**src/rtl/count_run_if.sv**
```systemverilog
// Button, limit and counter-feedback bundle between the board side and the
// run controller; the controller uses the slave modport.
interface count_run_if #(
   parameter int unsigned N = 16
);
   logic         start_stop;
   logic         clear_req;
   logic         wrap;
   logic [N-1:0] limit;
   logic [N-1:0] q;
   logic         not_enable;
   logic         clear;
   logic         tick;
   logic         running;
   logic         done;

   modport master (
      output start_stop, clear_req, wrap, limit, q,
      input  not_enable, clear, tick, running, done
   );

   modport slave (
      input  start_stop, clear_req, wrap, limit, q,
      output not_enable, clear, tick, running, done
   );
endinterface

```
**src/rtl/count_run_controller.sv**
```systemverilog
// Stopwatch-style run/pause/clear sequencer for an N-bit counter: conditions the
// raw buttons, prescales the clock and enforces a terminal limit (stop or wrap).
module count_run_controller #(
   parameter int unsigned N     = 16,
   parameter int unsigned DIV   = 50000000,
   parameter int unsigned DIV_W = 26
) (
   input logic        clock,
   input logic        resetn,
   count_run_if.slave bus
);
   typedef enum logic [2:0] {CLR, IDLE, RUN, PAUSE, DONE} state_t;

   localparam logic [DIV_W-1:0] TERM = DIV_W'(DIV - 1);

   state_t           state;
   logic [DIV_W-1:0] presc;
   logic [2:0]       ss_sync;
   logic [2:0]       clr_sync;
   logic             ss_pulse;
   logic             clr_pulse;
   logic [N-1:0]     q;
   logic [N-1:0]     limit;
   logic             at_limit;
   logic             terminal;

   logic             not_enable_r;
   logic             clear_r;
   logic             tick_r;
   logic             running_r;
   logic             done_r;

   assign q        = bus.q;
   assign limit    = bus.limit;
   assign at_limit = (q == limit);
   assign terminal = (presc == TERM);

   // Two sync stages, third stage only feeds the rising-edge detector.
   always_ff @(posedge clock or negedge resetn) begin
      if (!resetn) begin
         ss_sync  <= '0;
         clr_sync <= '0;
      end else begin
         ss_sync  <= {ss_sync[1:0], bus.start_stop};
         clr_sync <= {clr_sync[1:0], bus.clear_req};
      end
   end

   assign ss_pulse  = ss_sync[1] & ~ss_sync[2];
   assign clr_pulse = clr_sync[1] & ~clr_sync[2];

   // Sequencer: clear beats start/stop, and any button beats a same-cycle terminal event.
   always_ff @(posedge clock or negedge resetn) begin
      if (!resetn) begin
         state        <= CLR;
         presc        <= '0;
         not_enable_r <= 1'b1;
         clear_r      <= 1'b1;
         tick_r       <= 1'b0;
         running_r    <= 1'b0;
         done_r       <= 1'b0;
      end else begin
         not_enable_r <= 1'b1;
         clear_r      <= 1'b0;
         tick_r       <= 1'b0;
         case (state)
            CLR: begin
               state     <= IDLE;
               running_r <= 1'b0;
               done_r    <= 1'b0;
            end
            IDLE: begin
               if (clr_pulse) begin
                  state   <= CLR;
                  clear_r <= 1'b1;
               end else if (ss_pulse) begin
                  state     <= RUN;
                  presc     <= '0;
                  running_r <= 1'b1;
               end
            end
            RUN: begin
               if (clr_pulse) begin
                  state     <= CLR;
                  clear_r   <= 1'b1;
                  running_r <= 1'b0;
               end else if (ss_pulse) begin
                  state     <= PAUSE;
                  running_r <= 1'b0;
               end else if (terminal) begin
                  presc <= '0;
                  if (!at_limit) begin
                     not_enable_r <= 1'b0;
                     tick_r       <= 1'b1;
                  end else if (bus.wrap) begin
                     clear_r <= 1'b1;
                     tick_r  <= 1'b1;
                  end else begin
                     state     <= DONE;
                     running_r <= 1'b0;
                     done_r    <= 1'b1;
                  end
               end else begin
                  presc <= presc + DIV_W'(1);
               end
            end
            PAUSE: begin
               if (clr_pulse) begin
                  state   <= CLR;
                  clear_r <= 1'b1;
               end else if (ss_pulse) begin
                  state     <= RUN;
                  running_r <= 1'b1;
               end
            end
            DONE: begin
               if (clr_pulse) begin
                  state   <= CLR;
                  clear_r <= 1'b1;
                  done_r  <= 1'b0;
               end
            end
            default: begin
               state   <= CLR;
               clear_r <= 1'b1;
            end
         endcase
      end
   end

   assign bus.not_enable = not_enable_r;
   assign bus.clear      = clear_r;
   assign bus.tick       = tick_r;
   assign bus.running    = running_r;
   assign bus.done       = done_r;
endmodule
```
**src/flat_wrapper.sv**
```systemverilog
// flat-port wrapper written by rule: the top's interface ports become plain ports
module count_run_controller_flat 
#(
   parameter int unsigned N     = 16,
   parameter int unsigned DIV   = 50000000,
   parameter int unsigned DIV_W = 26
)
  (clock, resetn, bus_start_stop, bus_clear_req, bus_wrap, bus_limit, bus_q, bus_not_enable, bus_clear, bus_tick, bus_running, bus_done);
  count_run_if #(.N(N)) bus_i ();
  input logic clock;
  input logic resetn;
  input wire logic [$bits(bus_i.start_stop)-1:0] bus_start_stop;
  input wire logic [$bits(bus_i.clear_req)-1:0] bus_clear_req;
  input wire logic [$bits(bus_i.wrap)-1:0] bus_wrap;
  input wire logic [$bits(bus_i.limit)-1:0] bus_limit;
  input wire logic [$bits(bus_i.q)-1:0] bus_q;
  output wire logic [$bits(bus_i.not_enable)-1:0] bus_not_enable;
  output wire logic [$bits(bus_i.clear)-1:0] bus_clear;
  output wire logic [$bits(bus_i.tick)-1:0] bus_tick;
  output wire logic [$bits(bus_i.running)-1:0] bus_running;
  output wire logic [$bits(bus_i.done)-1:0] bus_done;
  assign bus_i.start_stop = bus_start_stop;
  assign bus_i.clear_req = bus_clear_req;
  assign bus_i.wrap = bus_wrap;
  assign bus_i.limit = bus_limit;
  assign bus_i.q = bus_q;
  assign bus_not_enable = bus_i.not_enable;
  assign bus_clear = bus_i.clear;
  assign bus_tick = bus_i.tick;
  assign bus_running = bus_i.running;
  assign bus_done = bus_i.done;
  count_run_controller #(.N(N), .DIV(DIV), .DIV_W(DIV_W)) u_core (.clock(clock), .resetn(resetn), .bus(bus_i));
endmodule
```
**config.mk**
```make
export PLATFORM = sky130hd
export DESIGN_NAME = count_run_controller_flat
export DESIGN_NICKNAME = d
export VERILOG_FILES = /design/src/rtl/count_run_if.sv /design/src/rtl/count_run_controller.sv /design/src/flat_wrapper.sv
export SDC_FILE = /design/constraint.sdc
export NUM_CORES = 1
export LEC_CHECK = 0
export CAP_MARGIN = 30
export CORE_MARGIN = 10
export CORE_UTILIZATION = 45
export CTS_CLUSTER_DIAMETER = 100
export DETAILED_ROUTE_END_ITERATION = 7
export PLACE_DENSITY = 0.7
export SETUP_SLACK_MARGIN = 0.15
export SLEW_MARGIN = 20
export SYNTH_ARGS = -nofsm -noshare
export SYNTH_HDL_FRONTEND = slang
export SYNTH_SLANG_ARGS = --single-unit
```
**constraint.sdc**
```tcl
create_clock -name clock -period 2.2 [get_ports clock]
set_input_delay 0.55 -clock clock [delete_from_list [all_inputs] [get_ports clock]]
set_output_delay 0.55 -clock clock [all_outputs]
set_load 0.01 [all_outputs]
```
## Yosys cells after proc, flatten, opt, wreduce, memory -nomap -nowiden

Cells that the tools add are included.

- Add/sub/neg operators: 1
- Eq/ne operators: 20
- Muxes and demuxes: 47
- Bitwise logic cells: 4
- Reductions and logical operators: 10

Operator list:

| kind | number |
|---|---|
| two-way mux 26 bit | 5 |
| case mux 26 bit (2 select lines) | 1 |
| two-way mux 1 bit | 29 |
| adder 26 x 1 -> 26 bit (second input constant) | 1 |
| == test 26 bit (second input constant) | 1 |
| two-way mux 3 bit | 8 |
| == test 16 bit | 1 |
| case mux 3 bit (4 select lines) | 1 |
| inequality test 2 x 1 -> 1 bit (second input constant) | 5 |
| inequality test 2 bit (second input constant) | 5 |
| AND reduction 5 bit | 2 |
| case mux 1 bit (3 select lines) | 3 |
| inequality test 4 x 1 -> 1 bit (second input constant) | 2 |
| AND reduction 7 bit | 1 |
| == test 3 x 2 -> 1 bit (second input constant) | 2 |
| AND reduction 6 bit | 1 |
| nonzero test 3 bit | 2 |
| inequality test 4 x 2 -> 1 bit (second input constant) | 1 |
| == test 3 x 1 -> 1 bit (second input constant) | 1 |
| == test 3 bit (second input constant) | 1 |
| logical NOT 3 bit | 1 |
| inequality test 3 x 1 -> 1 bit (second input constant) | 1 |
| OR reduction 3 bit | 1 |
| bitwise AND 1 bit | 2 |
| 3 further kinds | 4 |

- Bits in registers: 40
- Bits of input ports: 37
- Output and inout port bits: 5
- Word-level logic and storage cells: 91

## Logic depth before layout (Yosys ltp)

Gate-level depths: netlist of the first run.

- Depth in word-level cells: 6
- Depth in mapped cells: 7
- Depth with buffers taken out: 6

## Least setup slack after synthesis of the first run

No wires, ideal clock.

- Kind: input-to-reg
- Start point: input port bus_limit[9]
- End point: register u_core.state[1]
- Library setup time: 104 ps
- Arrival: 1821 ps
- Required time: 2096 ps
- Setup slack: 275 ps
- Stages on the path: 5
- Buffers on the path: 0
- Path through: xor2_1 nor4_2 nand4_2 or3_1 a221oi_1

- Word-level cells in the longest chain between the ends: 3

RTL lines:

| item | RTL line | RTL |
|---|---|---|
| start, declared | flat_wrapper.sv:15 | `input wire logic [$bits(bus_i.limit)-1:0] bus_limit;` |
| == test 16 bit | count_run_controller.sv:35 | `assign at_limit = (q == limit);` |
| inequality test 4 x 1 -> 1 bit (no line) | n/a |  |
| AND reduction 5 bit (no line) | n/a |  |
| end signal, assigned | count_run_controller.sv:55 | `state <= CLR;` |
| end signal, assigned | count_run_controller.sv:68 | `state <= IDLE;` |
| end signal, assigned | count_run_controller.sv:74 | `state <= CLR;` |
| end, declared | count_run_controller.sv:16 | `state_t state;` |

No other way between the ends.
A chain may end at the register's enable or synchronous reset.

## Worst setup path in the final report of the first run

Same ends and word-level chain as after synthesis.

==> results of run 1 <==
[per-layer routing]
layer	share of wire, %	up-vias	track usage [%]	wire, um
li1	-	981	-	-
met1	46	969	17.4	2640
met2	50	42	23.3	2870
met3	2.5	7	2.85	142
met4	0.70	0	3.47	40
met5	0	-	0	0
[cells in the mapped netlist, types with 3 or more instances]
cell,instances
or4_1,3
a22o_1,3
xnor2_1,7
nor2_1,22
nand4_2,3
nand3_1,10
nand4_1,10
nor4_1,6
or3_1,10
o21a_1,3
buf_2,4
nor3_1,4
nand2b_1,3
xor2_1,19
nand2_1,19
inv_1,5
a211oi_1,3
dfrtp_1,38
and3_1,3
o21ai_0,13
nor2b_1,3
nor4_2,4
a21oi_1,11
[kinds of logic after synthesis]
family / after synthesis / synth area share [%]
buffers and inverters: 10 / 1.82
multiplexers: 2 / 0.911
AO/OA/AOI/OAI: 47 / 13.6
adder cells (fa/ha/maj): 1 / 0.536
XOR/XNOR: 26 / 9.75
flip-flops: 40 / 43.0
AND/OR/NAND/NOR: 115 / 30.4
[what timing repair did]
action	4_1_cts	5_1_grt
setup endpoints to repair	1	13
setup buffers	2	2
pin swaps	7	17
resized for setup	8	19
hold endpoints to repair	0	0
[final timing paths]
kind                                             endpoint                    startpoint  depth (start not counted)  slack, ns
min in group clock           u_core.clr_sync[1]$_DFF_PN0_  u_core.clr_sync[0]$_DFF_PN0_                          0       0.36
min                          u_core.presc[18]$_DFFE_PN0P_                        resetn                          1       0.30
min reg2reg                  u_core.clr_sync[1]$_DFF_PN0_  u_core.clr_sync[0]$_DFF_PN0_                          0       0.36
max in group asynchronous  u_core.bus.running$_DFFE_PN0P_                        resetn                          2       1.31
max reg2reg                  u_core.presc[24]$_DFFE_PN0P_   u_core.state[1]$_DFFE_PN0P_                          5       0.23
max                           u_core.state[1]$_DFFE_PN0P_                  bus_limit[9]                          6       0.18
[through the flow]
step	power, mW	hold slack, ns	cell area, um2
after floorplan	0.949	0.254	2330
after detailed placement	1.10	0.345	2850
final	1.69	0.303	3090
after global routing	1.77	0.350	3090
after global placement	1.09	0.339	2850
after CTS	1.71	0.335	3000
[flip-flops by register name, summed over array words and instances (netlist names)]
| name | flops |
|---|---|
| u_core.presc | 26 |
| u_core.clr_sync | 3 |
| u_core.ss_sync | 3 |
| u_core.state | 3 |
| u_core.bus.clear | 1 |
| u_core.bus.done | 1 |
| u_core.bus.not_enable | 1 |
| u_core.bus.running | 1 |
| u_core.bus.tick | 1 |
[power breakdown]
group / internal, mW / switching [mW] / leakage (nW)
clock network: 0.336 / 0.264 / 0.0541
registers: 0.761 / 0.0303 / 0.530
logic: 0.148 / 0.152 / 0.746
[layout make-up]
type / instances / area (um2) / share of cell area (%)
multi-input cells: 191 / 1360 / 44.1
flip-flops and latches: 40 / 1000 / 32.4
repair buffers: 49 / 505 / 16.3
well taps: 70 / 87.6 / 2.83
clock buffers: 5 / 68.8 / 2.22
clock inverters: 3 / 42.5 / 1.38
inverters: 5 / 18.8 / 0.607
diodes: 1 / 2.50 / 0.0809
==> metrics.md, run 1 <==
| Metric | Value |
|---|---|
| Status | `complete, no violations` |
| Post-Syn Area | `2330 um2` |
| Vias | `1999` |
| GPL Wtd Cong | `0.844` |
| Buffers and inverters on the worst path | `1` |
| Most frequent cells in the layout | `dfrtp_1, clkdlybuf4s50_1, nor2_1, nand2_1, xor2_1` |
| Yosys warns | `0` |
| Vias in the first global route | `2005` |
| GRT Util Overall | `13.8%` |
| Die Ht | `92.0 um` |
| # IOs | `42` |
| DRT antenna net count | `0` |
| Slew headroom | `51.6%` |
| Final worst setup slack | `0.178 ns` |
| Hold buffer count at CTS | `0` |
| CP Capture Type | `flop` |
| Clock skew | `0.00998 ns` |
| Setup_tns | `0 ns` |
| Vias per cell | `5.49` |
| Startpoint types | `input port` |
| Critical Path Slowest Stage Cell | `or3_4` |
| Max clock buf depth | `2` |
| Power Density | `546 nW/um2` |
| Setup CP Type | `input port to flop` |
| Layout cells sized above 1 | `16.4%` |
| H-tree levels | `2` |
| TritonCTS buffer count | `5` |
| Initial antenna violation count | `1` |
| Buffers on Ports | `41` |
| Register bit total from synthesis | `40` |
| CORE AREA | `5070 um2` |
| Crit-path max FO | `2` |
| CP top delay family | `simple AND/OR/NAND/NOR gates` |
| Peak supply drop | `418 uV` |
| Final setup vio count | `0` |
| Slew @ Worst Pin | `0.726 ns` |
| Count of cell types in the netlist | `52` |
| Clk sinks | `40` |
| Syn_nets | `279` |
| Die area | `8470 um2` |
| RSZ-0062 raised after global routing | `true` |
| Post-route DRC | `0` |
| Clock root cell | `clkbuf_8` |
| Post-Syn Instances | `241` |
| Row Count | `26` |
| Top FF cell, synth | `dfrtp_1` |
| Max-slew violations | `0` |
| Iter 0 DRT Violations | `74` |
| Final HPWL DP | `4300 um` |
| Drt pass-1 iters | `4` |
| Achievable Freq | `495 MHz` |
| Worst-skew pair later-pin latency | `0.30 ns` |
| Number of flops mapped to enable cells by yosys | `0` |
| Post-synth ARST share | `100%` |
| Layout Nets | `330` |
| DP Worst Slack | `-0.239 ns` |
| Max stage delay on crit path | `0.42 ns` |
| P&R area growth vs syn | `32.5%` |
| Critical path arrival | `2.22 ns` |
| Min-delay worst type | `input port to asynchronous set/reset pin` |
| Final Util | `60.9%` |
| Grt total ovfl | `0` |
| TritonCTS clock tree | `yes` |
| Leakage | `1.33 nW` |
| CP Cell Sequence | `clkdlybuf4s50_1, xor2_1, nor4_2, nand4_2, or3_4, a221oi_2` |
| Die W | `92.0 um` |
| Final period utilization | `91.9%` |
| Worst-path clk slew | `0.08 ns` |
| # fillers | `449` |
| Largest area contributor in the netlist | `dfrtp_1` |
| Crit path time final | `2.02 ns` |
| Number of max-cap violations | `0` |
| Ranking of synthesized cells by area | `dfrtp_1, xor2_1, nor2_1` |
| CP Data Required Time | `2.40 ns` |
| Fin cells | `364` |
| Yosys top cell area share | `40.7%` |
| Pin count of the biggest net entering global routing | `34` |
| First-pass GRT wire length | `9710 um` |
| Commonest non-fill, non-tap cell in the layout | `dfrtp_1` |
| Average size of a mapped cell | `9.69 um2` |
| WL/cell | `15.6 um` |
| Drt total wl | `5690 um` |
| Final hold violation count | `0` |
| Sequential area share after synthesis | `43.0%` |
| Starting density of the core | `46.0%` |
| Placed cell count | `351` |
Power figures use the tool's default switching activity.
==> run 2: changes to the inputs <==
CORE_MARGIN = 2   (was 10)
==> run 2 against run 1 <==
Effect of this change: die area decreased by 32%; global-route usage increased by 4.7 points; power shrank 5.8%; critical path type unchanged; register-to-register slack worse by 0.03 ns; wire length down 5.5%; clock power decreased by 17%; sequential cell count is the same.
==> metrics.md, run 2 (synthesis results as in run 1) <==
| Metric | Value |
|---|---|
| Status | `complete, no violations` |
| Final worst setup slack | `0.149 ns` |
| GPL Wtd Cong | `0.920` |
| CORE AREA | `5040 um2` |
| Crit path from | `bus_limit[0]` |
| Commonest non-fill, non-tap cell in the layout | `dfrtp_1` |
| Power Density | `522 nW/um2` |
| Max clock buf depth | `2` |
| Cell Int Power | `1.16 mW` |
| Slew headroom | `66.7%` |
| FF-to-FF setup slack | `0.20 ns` |
| Startpoint types | `input port` |
| RR Startpoint | `u_core.presc[0]$_DFFE_PN0P_` |
| Peak supply drop | `431 uV` |
| Initial antenna violation count | `0` |
| Layout Nets | `331` |
| Net Sw Frac | `27.3%` |
| Vias per cell | `5.48` |
| Row Count | `26` |
| Critical path arrival | `2.24 ns` |
| Combinational cell fraction of total power | `19.0%` |
| Vias | `1993` |
| Critical Path Slowest Stage Cell | `or3_4` |
| Largest register by flop count | `u_core.presc` |
| H-tree levels | `2` |
| Antenna Cells | `0` |
| Grt total ovfl | `0` |
| Die Ht | `76.0 um` |
| DRT antenna net count | `0` |
| Crit path to | `u_core.state[1]$_DFFE_PN0P_` |
| Starting density of the core | `46.3%` |
| WP depth | `6` |
| Setup CP Type | `input port to flop` |
| DP Worst Slack | `-0.222 ns` |
| Flop pwr share | `49.6%` |
| Worst-path clk slew | `0.07 ns` |
| TritonCTS clock tree | `yes` |
| Pin count of the biggest net entering global routing | `41` |
| Worst reg2reg path depth | `6` |
| Final period utilization | `93.2%` |
| Die area | `5780 um2` |
| CP Cell Sequence | `clkdlybuf4s50_1, xor2_1, nor4_2, nand4_2, or3_4, a221oi_2` |
| Number of max-cap violations | `0` |
| Final Instance Area | `3050 um2` |
| Power share of the clock group | `31.4%` |
| Iter 0 DRT Violations | `138` |
| CP top delay family | `simple AND/OR/NAND/NOR gates` |
| Crit path time final | `2.05 ns` |
| Largest register FFs | `26` |
| Drt total wl | `5380 um` |
| GRT Util Overall | `18.5%` |
| Clock root cell | `clkbuf_8` |
| Buffers on Ports | `41` |
| R2R Path End | `u_core.state[1]$_DFFE_PN0P_` |
| Max stage delay on crit path | `0.42 ns` |
| Min-delay worst type | `input port to asynchronous set/reset pin` |
| Worst-skew pair later-pin latency | `0.29 ns` |
| Post-route DRC | `0` |
| Final hold violation count | `0` |
| Final setup vio count | `0` |
| Leakage | `1.33 nW` |
| Achievable Freq | `488 MHz` |
| RSZ-0062 raised after global routing | `true` |
| # fillers | `425` |
| Slew @ Worst Pin | `0.499 ns` |
| First-pass GRT wire length | `8910 um` |
| Clock skew | `0.00609 ns` |
| Crit-path max FO | `2` |
| Drt pass-1 iters | `4` |
| Clk sinks | `40` |
| Buffers and inverters on the worst path | `1` |
| Switching power | `0.435 mW` |
| Most frequent cells in the layout | `dfrtp_1, clkdlybuf4s50_1, nor2_1, nand2_1, xor2_1` |
| Layout cells sized above 1 | `16.3%` |
| Die W | `76.0 um` |
| Placed instance area | `2840 um2` |
| Final HPWL DP | `3830 um` |
| Vias in the first global route | `1924` |
| WL/cell | `14.8 um` |
| CP Capture Type | `flop` |
| CP Data Required Time | `2.39 ns` |
| Hold buffer count at CTS | `0` |
| P&R area growth vs syn | `30.5%` |
| Max-slew violations | `0` |
| TritonCTS buffer count | `5` |
| # IOs | `42` |
-- run 2: per-layer routing --
layer  vias up  track usage (%)  part of all wire, %
li1        979                -                    -
met1       971             25.3                   46
met2        37             30.4                   50
met3         6             3.08                  2.8
met4         0             5.27                  1.0
met5         -                0                    0
-- run 2: final cells by class --
| type | count | area, um2 | area share [%] |
|---|---|---|---|
| Tap cell | 70 | 87.6 | 2.87 |
| Clock inverter | 2 | 10.0 | 0.328 |
| Sequential cell | 40 | 1010 | 33.0 |
| Timing Repair Buffer | 50 | 500 | 16.4 |
| Multi-Input combinational cell | 191 | 1340 | 44.0 |
| Clock buffer | 6 | 82.6 | 2.71 |
| Inverter | 5 | 18.8 | 0.616 |
-- run 2: worst min path at each step --
stage / end / depth (start not counted) / slack [ns]
floorplan: u_core.bus.done$_DFFE_PN0P_ / 0 / 0.25
global placement: u_core.ss_sync[1]$_DFF_PN0_ / 0 / 0.34
detailed placement: u_core.clr_sync[1]$_DFF_PN0_ / 0 / 0.34
CTS: u_core.clr_sync[1]$_DFF_PN0_ / 2 / 0.32
global route: u_core.clr_sync[1]$_DFF_PN0_ / 2 / 0.37
finish: u_core.clr_sync[1]$_DFF_PN0_ / 2 / 0.30
-- run 2: worst reg2reg max path, stage by stage, from the launching register on --
cell and delay, ns:
dfrtp_1 0.38, ha_1 0.22, nand3_1 0.20, nor2_4 0.21, nand4_1 0.23, or3_4 0.44
a221oi_2 0.24
-- run 2: per-stage QoR --
| step | TNS [ns] | total power, mW | hold WS, ns | util [%] | instances |
|---|---|---|---|---|---|
| CTS | 0 | 1.60 | 0.320 | 58.9 | 361 |
| finish | 0 | 1.59 | 0.299 | 60.4 | 364 |
| global route | 0 | 1.66 | 0.369 | 60.4 | 364 |
| detailed placement | -0.501 | 1.10 | 0.342 | 56.4 | 352 |
| floorplan | 0 | 0.949 | 0.254 | - | 241 |
| global placement | -0.409 | 1.09 | 0.342 | 56.4 | 352 |
-- run 2: power by group through the flow --
| stage | sequential [mW] | clock (mW) | combinational (mW) |
|---|---|---|---|
| after detailed placement | 0.801 | 0 | 0.295 |
| after global placement | 0.800 | 0 | 0.292 |
| after global routing | 0.793 | 0.540 | 0.331 |
| after CTS | 0.789 | 0.512 | 0.303 |
| final | 0.790 | 0.500 | 0.303 |
| after floorplan | 0.791 | 0 | 0.158 |
-- run 2: repair_timing --
action | in CTS | in global routing
setup endpoints to repair | 1 | 8
gates resized for setup | 10 | 19
buffers inserted | 1 | 3
pin swaps | 12 | 20
cloned | 0 | 0
==> run 3: changes to the inputs <==
CORE_ASPECT_RATIO = 1.25   (was unset)
GPL_ROUTABILITY_DRIVEN = 0   (was unset)
==> run 3 against run 2 <==
Effect of this change: sequential share of layout area shrank 0.056 points; critical endpoint unchanged; sequential power is essentially flat; highest routed layer unchanged; non-clock buffer count shrank 3; register-to-register slack gained 0.10 ns.
==> metrics.md, run 3 (synthesis results as in run 1) <==
| Metric | Value |
|---|---|
| Status | `complete, no violations` |
| Min-delay worst type | `input port to asynchronous set/reset pin` |
| Antenna Cells | `0` |
| Initial antenna violation count | `0` |
| Post-route DRC | `0` |
| Largest register by flop count | `u_core.presc` |
| Final setup vio count | `0` |
| Largest register FFs | `26` |
| Pin count of the biggest net entering global routing | `41` |
| Startpoint types | `input port` |
| TritonCTS clock tree | `yes` |
| Vias | `1984` |
| Clk sinks | `40` |
| CP Data Required Time | `2.41 ns` |
| GRT Util Overall | `19.3%` |
| Die Ht | `84.5 um` |
| Final worst setup slack | `0.174 ns` |
| Crit path time final | `2.03 ns` |
| Slew headroom | `64.7%` |
| TritonCTS buffer count | `5` |
| Clock skew | `0.0106 ns` |
| Grt total ovfl | `0` |
| Row Count | `29` |
| Die W | `68.4 um` |
| Commonest non-fill, non-tap cell in the layout | `dfrtp_1` |
| Crit-path max FO | `2` |
| Worst-skew pair later-pin latency | `0.30 ns` |
| Peak supply drop | `407 uV` |
| Critical path arrival | `2.23 ns` |
| Max clock buf depth | `2` |
| Final hold violation count | `0` |
| Max-slew violations | `0` |
| CORE AREA | `5040 um2` |
| Total power | `1.61 mW` |
| Buffers on Ports | `41` |
| Worst reg2reg path depth | `5` |
| Slew @ Worst Pin | `0.530 ns` |
| Final period utilization | `92.1%` |
| Drt total wl | `5340 um` |
| Die area | `5780 um2` |
| First-pass GRT wire length | `8690 um` |
| # fillers | `434` |
| Layout cells sized above 1 | `15.5%` |
| Placed cell count | `343` |
| DRT antenna net count | `0` |
| Number of max-cap violations | `0` |
| Layout Nets | `328` |
| Iter 0 DRT Violations | `49` |
| Vias per cell | `5.62` |
| Final HPWL DP | `3810 um` |
| Leakage | `1.30 nW` |
| RSZ-0062 raised after global routing | `true` |
| Most frequent cells in the layout | `dfrtp_1, clkdlybuf4s50_1, nor2_1, nand2_1, xor2_1` |
| Clock root cell | `clkbuf_8` |
| Drt pass-1 iters | `4` |
| Starting density of the core | `46.3%` |
| Achievable Freq | `494 MHz` |
| WL/cell | `15.1 um` |
| # IOs | `42` |
| CP Capture Type | `flop` |
| Worst hold slack | `0.295 ns` |
| Worst-path clk slew | `0.08 ns` |
| DP Worst Slack | `-0.265 ns` |
| Setup CP Type | `input port to flop` |
| Vias in the first global route | `1968` |
| P&R area growth vs syn | `30.3%` |
| Fin cells | `353` |
| Power Density | `530 nW/um2` |
| H-tree levels | `2` |
[run 3: changes by cell type in the layout (fill, tap and decap cells not counted), moves of 2 or more]
cell,previous run,this run
dlygate4sd2_1,5,0
dfrtp_2,3,0
dfrtp_1,35,38
clkinvlp_4,0,2
clkdlybuf4s50_1,23,29
clkinv_2,2,0
buf_4,8,4
[run 3: report_power, final]
group	total [mW]	internal (mW)	leakage [nW]	switching (mW)
combinational	0.298	0.146	0.726	0.151
clock	0.524	0.254	0.0434	0.270
sequential	0.791	0.761	0.530	0.0308
total	1.61	1.16	1.30	0.452
[run 3: through the flow]
| step | TNS, ns | area [um2] | util (%) |
|---|---|---|---|
| floorplan | 0 | 2330 | - |
| CTS | 0 | 2960 | 58.7 |
| detailed placement | -0.653 | 2840 | 56.2 |
| global route | 0 | 3040 | 60.3 |
| finish | 0 | 3040 | 60.3 |
| global placement | -0.574 | 2840 | 56.2 |
[run 3: repair_timing]
item	in CTS	in global routing
hold buffers	0	0
resized for setup	3	19
endpoints found under the setup margin	2	15
pin swaps	5	16
buffers inserted	1	1
[run 3: layout make-up]
class / instances / area, um2 / share of cell area (%)
Inverter: 5 / 18.8 / 0.617
Tap cell: 62 / 77.6 / 2.55
Clock buffer: 6 / 82.6 / 2.71
Multi-Input combinational cell: 191 / 1350 / 44.4
Timing Repair Buffer: 47 / 494 / 16.2
Sequential cell: 40 / 1000 / 33.0
Clock inverter: 2 / 15.0 / 0.494
[run 3: layer usage]
| metal | vias up | global-route usage, % | routed length [um] |
|---|---|---|---|
| met5 | - | 0 | 0 |
| met4 | 0 | 8.18 | 72 |
| met3 | 7 | 4.83 | 437 |
| met2 | 50 | 31.1 | 2560 |
| met1 | 948 | 24.0 | 2270 |
| li1 | 979 | - | - |
[run 3: path summary, 6_finish.rpt]
path                                             startpoint                           end  slack [ns]
worst max-delay path                           bus_limit[6]   u_core.state[1]$_DFFE_PN0P_        0.17
worst min-delay path                                 resetn  u_core.clr_sync[0]$_DFF_PN0_        0.29
worst max register to register  u_core.state[1]$_DFFE_PN0P_  u_core.presc[24]$_DFFE_PN0P_        0.30
worst min register to register  u_core.ss_sync[0]$_DFF_PN0_   u_core.ss_sync[1]$_DFF_PN0_        0.36
max in group asynchronous                            resetn    u_core.bus.clear$_DFF_PN1_        1.54
min in group clock              u_core.ss_sync[0]$_DFF_PN0_   u_core.ss_sync[1]$_DFF_PN0_        0.36
[run 3: critical path, cell delays in order]
cell             delay, ns
clkdlybuf4s50_1       0.42
xor2_1                0.15
nor4_2                0.31
nand4_2               0.18
or3_4                 0.40
a221oi_2              0.22
